File: src/rtl/hdmi_ycbcr422_packer_pkg.sv
// Shared constants and types for the HDMI YCbCr 4:2:2 output path.
// HDMI_CHROMA_AVG_EN selects the averaging chroma decimator, which adds one pipeline stage.
package hdmi_ycbcr422_packer_pkg;

  // BT.601 limited-range matrix, scaled by 256
  localparam int COEF_Y_R  = 66;
  localparam int COEF_Y_G  = 129;
  localparam int COEF_Y_B  = 25;
  localparam int COEF_CB_R = -38;
  localparam int COEF_CB_G = -74;
  localparam int COEF_CB_B = 112;
  localparam int COEF_CR_R = 112;
  localparam int COEF_CR_G = -94;
  localparam int COEF_CR_B = -18;

  localparam int ROUND = 128;
  localparam int SHIFT = 8;
  localparam int Y_OFS = 16;
  localparam int C_OFS = 128;

  localparam int Y_MIN = 16;
  localparam int Y_MAX = 235;
  localparam int C_MIN = 16;
  localparam int C_MAX = 240;

  localparam logic [7:0] BLANK_Y_DEF = 8'h10;
  localparam logic [7:0] BLANK_C_DEF = 8'h80;

  localparam int unsigned MAC_LAT = 3;
`ifdef HDMI_CHROMA_AVG_EN
  localparam int unsigned LAT = MAC_LAT + 2;
`else
  localparam int unsigned LAT = MAC_LAT + 1;
`endif

  typedef enum logic {
    PhEven = 1'b0,
    PhOdd  = 1'b1
  } phase_e;

  typedef struct packed {
    logic de;
    logic hs;
    logic vs;
  } sync_t;

endpackage

File: src/rtl/rgb2ycbcr_mac.sv
// RGB to BT.601 limited-range YCbCr: products, sums, then round/offset/clamp.
// Three-cycle latency, no control logic.
module rgb2ycbcr_mac
  import hdmi_ycbcr422_packer_pkg::*;
#(
  parameter int unsigned COLOR_W = 8
) (
  input  logic               clk_pix,
  input  logic               rst_n,
  input  logic [COLOR_W-1:0] r,
  input  logic [COLOR_W-1:0] g,
  input  logic [COLOR_W-1:0] b,
  output logic [COLOR_W-1:0] y,
  output logic [COLOR_W-1:0] cb,
  output logic [COLOR_W-1:0] cr
);

  localparam int unsigned AccW = COLOR_W + 10;
  typedef logic signed [AccW-1:0] acc_t;

  acc_t               r_s, g_s, b_s;
  acc_t               prod_d [9];
  acc_t               prod_q [9];
  acc_t               sum_d  [3];
  acc_t               sum_q  [3];
  logic [COLOR_W-1:0] y_d, cb_d, cr_d;
  logic [COLOR_W-1:0] y_q, cb_q, cr_q;

  // Round-to-nearest, add the range offset, then saturate into the legal code range.
  function automatic logic [COLOR_W-1:0] scale_clamp(input acc_t sum, input int ofs,
                                                     input int lo, input int hi);
    acc_t v;
    v = ((sum + acc_t'(ROUND)) >>> SHIFT) + acc_t'(ofs);
    if (v < acc_t'(lo)) return COLOR_W'(lo);
    if (v > acc_t'(hi)) return COLOR_W'(hi);
    return v[COLOR_W-1:0];
  endfunction

  assign r_s = acc_t'(r);
  assign g_s = acc_t'(g);
  assign b_s = acc_t'(b);

  always_comb begin
    prod_d[0] = r_s * acc_t'(COEF_Y_R);
    prod_d[1] = g_s * acc_t'(COEF_Y_G);
    prod_d[2] = b_s * acc_t'(COEF_Y_B);
    prod_d[3] = r_s * acc_t'(COEF_CB_R);
    prod_d[4] = g_s * acc_t'(COEF_CB_G);
    prod_d[5] = b_s * acc_t'(COEF_CB_B);
    prod_d[6] = r_s * acc_t'(COEF_CR_R);
    prod_d[7] = g_s * acc_t'(COEF_CR_G);
    prod_d[8] = b_s * acc_t'(COEF_CR_B);
  end

  always_comb begin
    sum_d[0] = prod_q[0] + prod_q[1] + prod_q[2];
    sum_d[1] = prod_q[3] + prod_q[4] + prod_q[5];
    sum_d[2] = prod_q[6] + prod_q[7] + prod_q[8];
  end

  always_comb begin
    y_d  = scale_clamp(sum_q[0], Y_OFS, Y_MIN, Y_MAX);
    cb_d = scale_clamp(sum_q[1], C_OFS, C_MIN, C_MAX);
    cr_d = scale_clamp(sum_q[2], C_OFS, C_MIN, C_MAX);
  end

  always_ff @(posedge clk_pix or negedge rst_n) begin
    if (!rst_n) begin
      for (int i = 0; i < 9; i++) prod_q[i] <= '0;
      for (int i = 0; i < 3; i++) sum_q[i] <= '0;
      y_q  <= COLOR_W'(BLANK_Y_DEF);
      cb_q <= COLOR_W'(BLANK_C_DEF);
      cr_q <= COLOR_W'(BLANK_C_DEF);
    end else begin
      for (int i = 0; i < 9; i++) prod_q[i] <= prod_d[i];
      for (int i = 0; i < 3; i++) sum_q[i] <= sum_d[i];
      y_q  <= y_d;
      cb_q <= cb_d;
      cr_q <= cr_d;
    end
  end

  assign y  = y_q;
  assign cb = cb_q;
  assign cr = cr_q;

endmodule

File: src/rtl/hdmi_ycbcr422_packer.sv
// RGB to YCbCr 4:2:2 packer driving the ADV7511 pins, with delay-matched syncs.
// Define HDMI_CHROMA_AVG_EN to average chroma over each pixel pair (adds one stage).
module hdmi_ycbcr422_packer
  import hdmi_ycbcr422_packer_pkg::*;
#(
  parameter int unsigned        COLOR_W  = 8,
  parameter logic [COLOR_W-1:0] BLANK_Y  = COLOR_W'(BLANK_Y_DEF),
  parameter logic [COLOR_W-1:0] BLANK_C  = COLOR_W'(BLANK_C_DEF),
  parameter bit                 CB_FIRST = 1'b1
) (
  input  logic                 clk_pix,
  input  logic                 rst_n,
  input  logic                 vid_de,
  input  logic                 vid_hs,
  input  logic                 vid_vs,
  input  logic [COLOR_W-1:0]   vid_r,
  input  logic [COLOR_W-1:0]   vid_g,
  input  logic [COLOR_W-1:0]   vid_b,
  output logic [2*COLOR_W-1:0] hdmi_d,
  output logic                 hdmi_de,
  output logic                 hdmi_hsync,
  output logic                 hdmi_vsync
);

  sync_t                ctl_q [LAT];
  logic [COLOR_W-1:0]   y3, cb3, cr3;
  logic [COLOR_W-1:0]   c_a3, c_b3;
  logic                 de3;
  phase_e               phase_q, phase_d;
  logic [COLOR_W-1:0]   c_hold_q, c_hold_d;
  logic [2*COLOR_W-1:0] d_q, d_d;

  rgb2ycbcr_mac #(
    .COLOR_W (COLOR_W)
  ) u_mac (
    .clk_pix (clk_pix),
    .rst_n   (rst_n),
    .r       (vid_r),
    .g       (vid_g),
    .b       (vid_b),
    .y       (y3),
    .cb      (cb3),
    .cr      (cr3)
  );

  assign de3  = ctl_q[MAC_LAT-1].de;
  assign c_a3 = CB_FIRST ? cb3 : cr3;
  assign c_b3 = CB_FIRST ? cr3 : cb3;

  always_ff @(posedge clk_pix or negedge rst_n) begin
    if (!rst_n) begin
      for (int unsigned i = 0; i < LAT; i++) ctl_q[i] <= '0;
    end else begin
      ctl_q[0] <= '{de: vid_de, hs: vid_hs, vs: vid_vs};
      for (int unsigned i = 1; i < LAT; i++) ctl_q[i] <= ctl_q[i-1];
    end
  end

  // Phase belongs to the pixel leaving the matrix; any blank cycle restarts a line at even.
  always_comb begin
    phase_d = PhEven;
    if (de3) phase_d = (phase_q == PhEven) ? PhOdd : PhEven;
  end

`ifdef HDMI_CHROMA_AVG_EN
  logic [COLOR_W-1:0] y4_q, c_a4_q, c_b4_q;
  phase_e             phase4_q;
  logic               de4;

  assign de4 = ctl_q[MAC_LAT].de;

  function automatic logic [COLOR_W-1:0] avg2(input logic [COLOR_W-1:0] a,
                                              input logic [COLOR_W-1:0] b);
    logic [COLOR_W:0] s;
    s = {1'b0, a} + {1'b0, b} + {{COLOR_W{1'b0}}, 1'b1};
    return s[COLOR_W:1];
  endfunction

  always_ff @(posedge clk_pix or negedge rst_n) begin
    if (!rst_n) begin
      y4_q     <= BLANK_Y;
      c_a4_q   <= BLANK_C;
      c_b4_q   <= BLANK_C;
      phase4_q <= PhEven;
    end else begin
      y4_q     <= y3;
      c_a4_q   <= c_a3;
      c_b4_q   <= c_b3;
      phase4_q <= phase_q;
    end
  end

  // An even pixel pairs with the one now leaving the matrix; if that slot is blank it stands alone.
  always_comb begin
    d_d      = {BLANK_Y, BLANK_C};
    c_hold_d = c_hold_q;
    if (de4) begin
      if (phase4_q == PhOdd) begin
        d_d = {y4_q, c_hold_q};
      end else if (de3) begin
        d_d      = {y4_q, avg2(c_a4_q, c_a3)};
        c_hold_d = avg2(c_b4_q, c_b3);
      end else begin
        d_d = {y4_q, c_a4_q};
      end
    end
  end
`else
  // Co-sited: the even pixel's second chroma sample is held for the odd slot.
  always_comb begin
    d_d      = {BLANK_Y, BLANK_C};
    c_hold_d = c_hold_q;
    if (de3) begin
      if (phase_q == PhEven) begin
        d_d      = {y3, c_a3};
        c_hold_d = c_b3;
      end else begin
        d_d = {y3, c_hold_q};
      end
    end
  end
`endif

  always_ff @(posedge clk_pix or negedge rst_n) begin
    if (!rst_n) begin
      phase_q  <= PhEven;
      c_hold_q <= BLANK_C;
      d_q      <= {BLANK_Y, BLANK_C};
    end else begin
      phase_q  <= phase_d;
      c_hold_q <= c_hold_d;
      d_q      <= d_d;
    end
  end

  assign hdmi_d     = d_q;
  assign hdmi_de    = ctl_q[LAT-1].de;
  assign hdmi_hsync = ctl_q[LAT-1].hs;
  assign hdmi_vsync = ctl_q[LAT-1].vs;

endmodule

File: config.mk
export PLATFORM = sky130hd
export DESIGN_NAME = hdmi_ycbcr422_packer
export DESIGN_NICKNAME = d
export VERILOG_FILES = /design/src/rtl/hdmi_ycbcr422_packer_pkg.sv /design/src/rtl/rgb2ycbcr_mac.sv /design/src/rtl/hdmi_ycbcr422_packer.sv
export SDC_FILE = /design/constraint.sdc
export NUM_CORES = 1
export LEC_CHECK = 0
export ABC_AREA = 1
export BUFFER_PORTS_ARGS = -buffer_cell sky130_fd_sc_hd__buf_2
export CORE_UTILIZATION = 39
export CTS_CLUSTER_SIZE = 25
export DETAILED_ROUTE_END_ITERATION = 8
export SYNTH_ARGS = -nofsm -noshare
export SYNTH_HDL_FRONTEND = slang
export SYNTH_SLANG_ARGS = --single-unit
File: constraint.sdc
create_clock -name clk_pix -period 6.58 [get_ports clk_pix]
set_clock_uncertainty 0.05 [all_clocks]
set_input_delay 0.329 -clock clk_pix [delete_from_list [all_inputs] [get_ports clk_pix]]
set_output_delay 0.329 -clock clk_pix [all_outputs]
set_load 0.01 [all_outputs]
Yosys cells after proc, flatten, opt, wreduce, memory -nomap -nowiden
Index checks and enable logic that the tools add are counted.

operators by class
  multipliers = 9
  bitwise gates (word level) = 1
  magnitude comparators = 6
  multiplexer cells = 25
  $add $sub $neg = 12
  reduce and logical (&&, ||, !) cells = 1

operators by type and width
  cell                     number
  $add A18 B18 Y18         6
  $mux W8                  13
  $add A18 B9 Y18 const B  3
  $gt A18 B9 Y1 const B    3
  $lt A18 B6 Y1 const B    3
  $mul A9 B7 Y16 const B   2
  $add A10 B9 Y11 const B  2
  $mul A8 B3 Y11 const B   2
  $mul A8 B8 Y16 const B   1
  $mux W16                 1
  $mul A9 B6 Y15 const B   1
  $mul A8 B6 Y14 const B   1
  $mul A9 B5 Y14 const B   1
  $mul A8 B5 Y13 const B   1
  $add A10 B6 Y11 const B  1
  $mux W1                  11
  $reduce_and A2 Y1        1
  $not A1 Y1               1

storage, ports and cells
  output and inout port bits = 19
  bits in registers = 264
  bits of input ports = 29

Depth between registers and ports, before layout
Gate-level depths: netlist of run 1.

  depth in word-level cells = 7
  depth in mapped cells = 17
  gate-level depth less buffers = 17

By module
A second synthesis of run 1 with hierarchy kept.

second synthesis, totals
  cells, all modules = 1,640
  area, all modules = 15,506.1 um^2

modules (own cells, without submodules)
  module                area each (um^2)  cells each  instances  sequential area each (um^2)
  rgb2ycbcr_mac         14,198.6          1,517       1          4,282.9
  hdmi_ycbcr422_packer  1,307.5           123         1          929.6

Least setup slack after synthesis of run 1
OpenSTA, ideal clock, no wires.

  kind = in2reg
  from = input port vid_g[2]
  to = register u_mac.prod_q[86] (netlist name)
  required time = 6.451 ns
  data arrival time = 3.448 ns
  cell stages on the path = 16
  setup slack = 3.003 ns
  cell sequence = inv_1 -> ha_1 -> inv_1 -> fa_1 -> inv_1 -> fa_1 -> inv_1 -> fa_1 -> inv_1 -> ha_1 -> a21oi_1 -> o21ai_0 -> a21oi_1 -> nor2_1 -> nor2_1 -> xor2_1

RTL lines
  what             line                        text
  start, declared  hdmi_ycbcr422_packer.sv:17  input logic [COLOR_W-1:0] vid_g,
  end, declared    rgb2ycbcr_mac.sv:23         acc_t prod_q [9];

==> results.py, run 1 <==
metrics = {
    "run_status": {
        "outcome": "finished clean",
    },
    "power_and_ir_drop": {
        "combPwrFrac_pct": 55.5,
        "switching_power_mw": 3.61,
        "pwr-share-clk_pct": 18.5,
        "leakage_nw": 9.00,
        "p_int_mw": 4.50,
        "ir_drop_v": 0.000232,
        "total_power_mw": 8.10,
        "p_sw_share_pct": 44.5,
        "seqPwrFrac_pct": 26.0,
        "power_density_nw_per_um2": 468,
    },
    "synth": {
        "netlist.top_cell.by_area": "dfrtp_1",
        "avgSynthCellArea_um2": 9.71,
        "synthCells": 1586,
        "synth_fp_nets": 1966,
        "seq_area_frac_synth_pct": 33.9,
        "syn_area_um2": 15400,
        "netlist_top_cells_area": "dfrtp_1 33%, ha_1 21%, fa_1 12%",
        "synth_top_area_share_pct": 32.8,
        "synth-async-reset-ratio_pct": 100,
        "yosys_most_used_dff": "dfrtp_1",
        "synth-seq-cells": 208,
        "synth-edff-count": 0,
        "synth_warnings": 0,
        "ys_types": 47,
    },
    "sta": {
        "setup_tns_ns": 0,
        "finalCriticalPeriod_ns": 4.11,
        "setup_slack_ns": 2.47,
        "rsz0062_at_grt": "no",
        "tightest_slew_ns": 0.820,
        "hold_viol": 0,
        "fmax_ghz": 0.243,
        "slew_violations": 0,
        "worst_hold_slack_ns": 0.0171,
        "fin_crit_sh_pct": 62.5,
        "setup_viol": 0,
        "maxSlewHeadroom_pct": 45.4,
    },
    "clock_tree": {
        "cts_root_buf": "clkbuf_16",
        "cts.path.max_buffers": 3,
        "path_clk_slew_ns": 0.06,
        "clkLatencyLatePin_ns": 0.52,
        "cts.sinks": 208,
        "cts_tree": "done",
        "cts_resized": 0,
        "cts_buffers": 25,
        "h-tree-depth": 1,
    },
    "detailed_routing": {
        "via_per_inst": 4.77,
        "vias": 10500,
        "drc": 0,
        "postRouteAntennaNets": 0,
        "avgRoutedWirePerCell_um": 15.4,
        "wl_um": 34000,
        "firstDrtPassIters": 5,
        "drt-initial-drc-count": 474,
    },
    "place": {
        "dpl_cell_area_um2": 16300,
        "gp_congestion": 0.877,
        "dp.cells": 2150,
        "pre_cts_ws_ns": 2.51,
        "io_buffers": 47,
        "hpwlAfterDp_um": 28100,
    },
    "floorplan": {
        "ios": 48,
        "die_y_um": 201,
        "die_w_um": 201,
        "rows": 72,
        "dieArea_um2": 40300,
        "core_region_area_um2": 38800,
        "initial_core_util_pct": 39.6,
    },
    "setup_path": {
        "reg2reg_from": "u_mac.prod_q[1]$_DFF_PN0_",
        "cp.required_ns": 6.97,
        "critical_path.endpoint": "u_mac.prod_q[86]$_DFF_PN0_",
        "critPathArrivalTime_ns": 4.50,
        "critPathKind": "input port to flop",
        "path_common_cell": "inv_1",
        "path_max_fanout": 7,
        "worst-path-buf-inv": 7,
        "cpPeakStageDelay_ns": 0.55,
        "cp_cell_sequence": "dlygate4sd3_1 -> buf_2 -> inv_1 -> ha_1 -> inv_1 -> fa_1 -> inv_1 -> fa_1 -> inv_1 -> fa_1 -> inv_1 -> ha_1 -> a21oi_1 -> o21ai_0 -> a21oi_1 -> nor2_1 -> nor2_1 -> xor2_1",
        "critical_path.top_delay_family": "adder cells",
        "worst-path-stages": 18,
        "critPathSlowestCell": "fa_1",
        "ff2ff_path_depth": 8,
        "cp-startpoint": "vid_g[2]",
        "startpoint_type": "input port",
        "r2r-end": "u_mac.sum_q[29]$_DFF_PN0_",
        "worstSetupEndpointType": "flop",
        "r2r_slack_ns": 3.95,
    },
    "finish": {
        "drive_above_1_share_pct": 8.11,
        "final_nets": 2052,
        "fin_cells": 2208,
        "area_growth_pct": 12.6,
        "final_util_pct": 44.6,
        "diodes": 0,
        "final_area_um2": 17300,
    },
    "grt": {
        "grt_pass1_wl_um": 56800,
        "grt_usage_pct": 17.7,
        "globalRouteOverflowTotal": 0,
        "grt_antenna_before_repair": 2,
        "grt_max_degree": 92,
        "grt_pass1_vias": 11000,
    },
    "worst_hold_path": {
        "holdCritPathClass": "input port to flop",
    },
    "run": {
        "drv_cap": 0,
    },
}
-- sequential cells by signal (all words and copies together), names as in the netlist, 8 cells and up --
name,flops
c_hold_q,8
u_mac.cb,8
u_mac.cr,8
u_mac.y,8
hdmi_d,16
u_mac.sum_q,32
ctl_q,8
u_mac.prod_q,115
-- cell type report --
| type | instances | area [um^2] |
|---|---|---|
| Sequential cell | 208 | 5210 |
| Fill cell | 3682 | 21500 |
| Timing Repair Buffer | 62 | 389 |
| Multi-Input combinational cell | 1120 | 9210 |
| Clock inverter | 12 | 224 |
| Tap cell | 518 | 648 |
| Clock buffer | 33 | 686 |
| Inverter | 255 | 961 |
-- cell families (layout without fill, tap and decap cells) --
| family | count (synthesis) | in the layout | share of synthesized area, % |
|---|---|---|---|
| and+or+nand+nor | 479 | 479 | 13.7 |
| adders and majority gates | 351 | 351 | 33.2 |
| buffers and inverters | 258 | 362 | 6.32 |
| DFF | 208 | 208 | 33.9 |
| AOI/OAI and AO/OA | 188 | 188 | 7.10 |
| xor gates and xnor gates | 102 | 102 | 5.80 |
-- layer usage --
metal	track usage (%)	up-vias	share of wire, %
li1	-	5317	-
met1	24.2	5016	47
met2	29.3	154	46
met3	2.39	49	3.5
met4	5.02	2	2.8
met5	0	-	0.029
-- how the worst min path moves through the flow --
stage	startpoint	endpoint	slack, ns	depth (start not counted)
after CTS	vid_r[0]	u_mac.prod_q[91]$_DFF_PN0_	0.004	1
after global placement	ctl_q[6]$_DFF_PN0_	ctl_q[3]$_DFF_PN0_	0.28	0
after global routing	vid_r[0]	u_mac.prod_q[91]$_DFF_PN0_	0.02	1
after floorplan	rst_n	c_hold_q[0]$_DFFE_PN0P_	-0.02	0
after detailed placement	ctl_q[3]$_DFF_PN0_	hdmi_vsync$_DFF_PN0_	0.29	0
final	vid_r[0]	u_mac.prod_q[91]$_DFF_PN0_	0.02	1
-- Yosys cell counts, drive strengths merged, types with 3 or more instances --
library cell,n
ha,255
o2111ai,3
a21o,5
dfstp,6
a221oi,3
nand3b,7
a31oi,5
nor3,13
nand4,22
o21a,6
fa,96
clkbuf,3
xor2,84
nor2,113
dfrtp,202
o21ai,46
nand2,257
inv,253
a21oi,94
a21boi,4
a211oi,4
o211ai,9
nand3,62
o21bai,4
xnor2,18
-- power by group through the flow --
| stage | registers [mW] | clock network (mW) | logic [mW] |
|---|---|---|---|
| floorplan | 2.01 | 0 | 3.44 |
| global placement | 2.13 | 0 | 4.43 |
| detailed placement | 2.13 | 0 | 4.49 |
| CTS | 2.12 | 1.54 | 4.53 |
| global route | 2.16 | 1.60 | 5.18 |
| finish | 2.11 | 1.50 | 4.49 |
-- worst register-to-register path, stage by stage, from the launching register on --
cell and delay [ns]:
dfrtp_1 0.44, fa_1 0.50, ha_1 0.37, a21oi_1 0.13
or2_2 0.11, nand3_1 0.12, a21boi_0 0.45, o21ai_0 0.18
xor2_1 0.17
-- layout by cell type (no fill, tap or decap), types with 5 or more instances in the layout --
cell / n
dfstp_2: 6
xnor2_1: 18
a21o_1: 5
ha_1: 255
dlygate4sd3_1: 13
o21ai_0: 42
nand3_1: 57
nand2_1: 243
inv_1: 247
clkbuf_1: 5
xor2_1: 84
a21oi_1: 93
dfrtp_1: 202
fa_1: 96
a31oi_1: 5
nor3_1: 13
clkbuf_16: 25
nor2_1: 104
inv_2: 5
nor2_2: 6
bufinv_16: 6
o21a_1: 6
nand4_1: 20
o211ai_1: 9
nand3b_1: 7
nand2_2: 14
buf_2: 46
-- timing repair --
action,4_1_cts,5_1_grt
hold buffers,13,0
endpoints found under the hold margin,95,0
buffers inserted,0,0
Power figures use the tool's default switching activity.
==> run 2: changes to the inputs <==
==> constraint.sdc (replaced) <==
create_clock -name clk_pix -period 4.04 [get_ports clk_pix]
set_clock_uncertainty 0.05 [all_clocks]
set_input_delay 0.202 -clock clk_pix [delete_from_list [all_inputs] [get_ports clk_pix]]
set_output_delay 0.202 -clock clk_pix [all_outputs]
set_load 0.01 [all_outputs]
==> run 2 against run 1 <==
Effect of this change:
- largest cell class unchanged
- register-to-register slack lost 2.5 ns
- critical endpoint unchanged
- power grew 61%
- combinational power grew 63%
- die area is the same
==> results.py, run 2 (same netlist as run 1, synthesis figures left out) <==
metrics = {
    "run_status": {
        "outcome": "finished clean",
    },
    "setup_path": {
        "cp.required_ns": 4.44,
        "cp_cell_sequence": "dlygate4sd3_1 -> buf_2 -> inv_1 -> ha_1 -> inv_1 -> fa_1 -> inv_1 -> fa_1 -> inv_1 -> fa_1 -> inv_1 -> ha_1 -> a21oi_1 -> o21ai_0 -> a21oi_1 -> nor2_1 -> nor2_1 -> xor2_1",
        "reg2reg_from": "u_mac.prod_q[1]$_DFF_PN0_",
        "path_common_cell": "inv_1",
        "worstSetupEndpointType": "flop",
        "critical_path.top_delay_family": "adder cells",
        "critPathKind": "input port to flop",
        "worst-path-stages": 18,
        "cpPeakStageDelay_ns": 0.54,
        "r2r_slack_ns": 1.41,
        "startpoint_type": "input port",
        "path_max_fanout": 5,
        "worst-path-buf-inv": 7,
        "critPathArrivalTime_ns": 4.27,
        "ff2ff_path_depth": 8,
        "critPathSlowestCell": "dlygate4sd3_1",
        "r2r-end": "u_mac.sum_q[29]$_DFF_PN0_",
    },
    "floorplan": {
        "dieArea_um2": 40300,
        "ios": 48,
        "rows": 72,
        "die_y_um": 201,
        "core_region_area_um2": 38800,
        "die_w_um": 201,
        "initial_core_util_pct": 39.6,
    },
    "clock_tree": {
        "cts.sinks": 208,
        "clkLatencyLatePin_ns": 0.53,
        "cts_buffers": 25,
        "cts_tree": "done",
        "cts.path.max_buffers": 3,
        "h-tree-depth": 1,
        "cts_setup_buffers": 0,
        "path_clk_slew_ns": 0.05,
        "cts_root_buf": "clkbuf_16",
    },
    "sta": {
        "hold_viol": 0,
        "setup_tns_ns": 0,
        "tightest_slew_ns": 0.779,
        "finalCriticalPeriod_ns": 3.88,
        "fmax_ghz": 0.258,
        "setup_viol": 0,
        "fin_crit_sh_pct": 95.9,
        "maxSlewHeadroom_pct": 48.1,
        "slew_violations": 0,
        "rsz0062_at_grt": "no",
    },
    "place": {
        "io_buffers": 47,
        "hpwlAfterDp_um": 27400,
        "gp_congestion": 0.897,
    },
    "finish": {
        "final_nets": 2065,
        "drive_above_1_share_pct": 8.17,
        "largest_reg_flops": 115,
        "final_cell_mix": "255 x ha_1, 247 x inv_1, 243 x nand2_1",
        "final_util_pct": 44.8,
        "top_register": "u_mac.prod_q",
        "diodes": 0,
        "nFillCells": 3699,
        "area_growth_pct": 13.0,
        "layout.cells.most_common": "ha_1",
    },
    "power_and_ir_drop": {
        "power_density_nw_per_um2": 749,
        "ir_drop_v": 0.000391,
        "p_int_mw": 7.17,
        "p_sw_share_pct": 44.9,
        "leakage_nw": 9.03,
        "combPwrFrac_pct": 56.1,
        "pwr-share-clk_pct": 17.5,
        "switching_power_mw": 5.85,
        "seqPwrFrac_pct": 26.4,
    },
    "detailed_routing": {
        "wl_um": 33400,
        "vias": 10600,
        "drc": 0,
        "firstDrtPassIters": 4,
        "via_per_inst": 4.80,
        "avgRoutedWirePerCell_um": 15.0,
        "drt-initial-drc-count": 446,
        "postRouteAntennaNets": 0,
    },
    "grt": {
        "grt_usage_pct": 17.3,
        "grt_pass1_wl_um": 56000,
        "grt_max_degree": 100,
        "grt_antenna_before_repair": 2,
        "grt_pass1_vias": 11100,
        "globalRouteOverflowTotal": 0,
    },
    "worst_hold_path": {
        "hold_path_startpoint": "vid_r[6]",
        "min_to": "u_mac.prod_q[156]$_DFF_PN0_",
        "min_path_cells": 2,
        "holdCritPathClass": "input port to flop",
    },
    "run": {
        "drv_cap": 0,
    },
}
-- run 2: cell count changes in the layout (fill, tap and decap cells not counted), sizes merged --
cell	previous run	this run
clkinv	5	3
clkbuf	34	38
bufinv	6	3
dlygate4sd3	13	21
buf	48	53
-- run 2: layout make-up --
| type | count | area [um^2] | share of cell area, % |
|---|---|---|---|
| Multi-Input combinational cell | 1120 | 9210 | 53.0 |
| Inverter | 255 | 961 | 5.53 |
| Tap cell | 518 | 648 | 3.73 |
| Clock inverter | 7 | 120 | 0.691 |
| Timing Repair Buffer | 75 | 519 | 2.99 |
| Clock buffer | 37 | 721 | 4.14 |
| Sequential cell | 208 | 5210 | 30.0 |
-- run 2: power by group through the flow --
stage	clock network (mW)	registers, mW	logic, mW
after floorplan	0	3.28	5.60
after global placement	0	3.47	7.22
after global routing	2.43	3.52	8.39
after CTS	2.33	3.45	7.35
final	2.27	3.44	7.31
after detailed placement	0	3.48	7.27
-- run 2: layer usage --
| metal | GRT usage, % | vias to the layer above | wire, um |
|---|---|---|---|
| li1 | - | 5344 | - |
| met2 | 28.2 | 139 | 15100 |
| met5 | 0 | - | 0 |
| met4 | 5.59 | 0 | 1080 |
| met3 | 2.40 | 53 | 1250 |
| met1 | 23.7 | 5110 | 15900 |
-- run 2: worst max path at each step --
stage,slack (ns),from,endpoint
global route,0.02,vid_g[3],u_mac.prod_q[85]$_DFF_PN0_
CTS,0.21,vid_g[4],u_mac.prod_q[86]$_DFF_PN0_
detailed placement,0.23,vid_g[3],u_mac.prod_q[85]$_DFF_PN0_
global placement,0.30,vid_g[3],u_mac.prod_q[85]$_DFF_PN0_
floorplan,0.59,vid_g[2],u_mac.prod_q[86]$_DFF_PN0_
finish,0.16,vid_g[2],u_mac.prod_q[86]$_DFF_PN0_
-- run 2: per-stage QoR --
step	power (mW)	hold slack (ns)	setup WS (ns)	instances	cell area, um^2
finish	13.0	0.0536	0.165	2220	17400
global route	14.3	0.0751	0.0162	2220	17400
CTS	13.1	0.0435	0.214	2220	17400
detailed placement	10.8	0.263	0.235	2155	16300
global placement	10.7	0.262	0.301	2155	16300
floorplan	8.88	-0.144	0.590	1586	15400
-- run 2: what timing repair did --
action	4_1_cts	5_1_grt
gates resized for setup	0	0
hold buffers	21	0
hold endpoints to repair	115	0
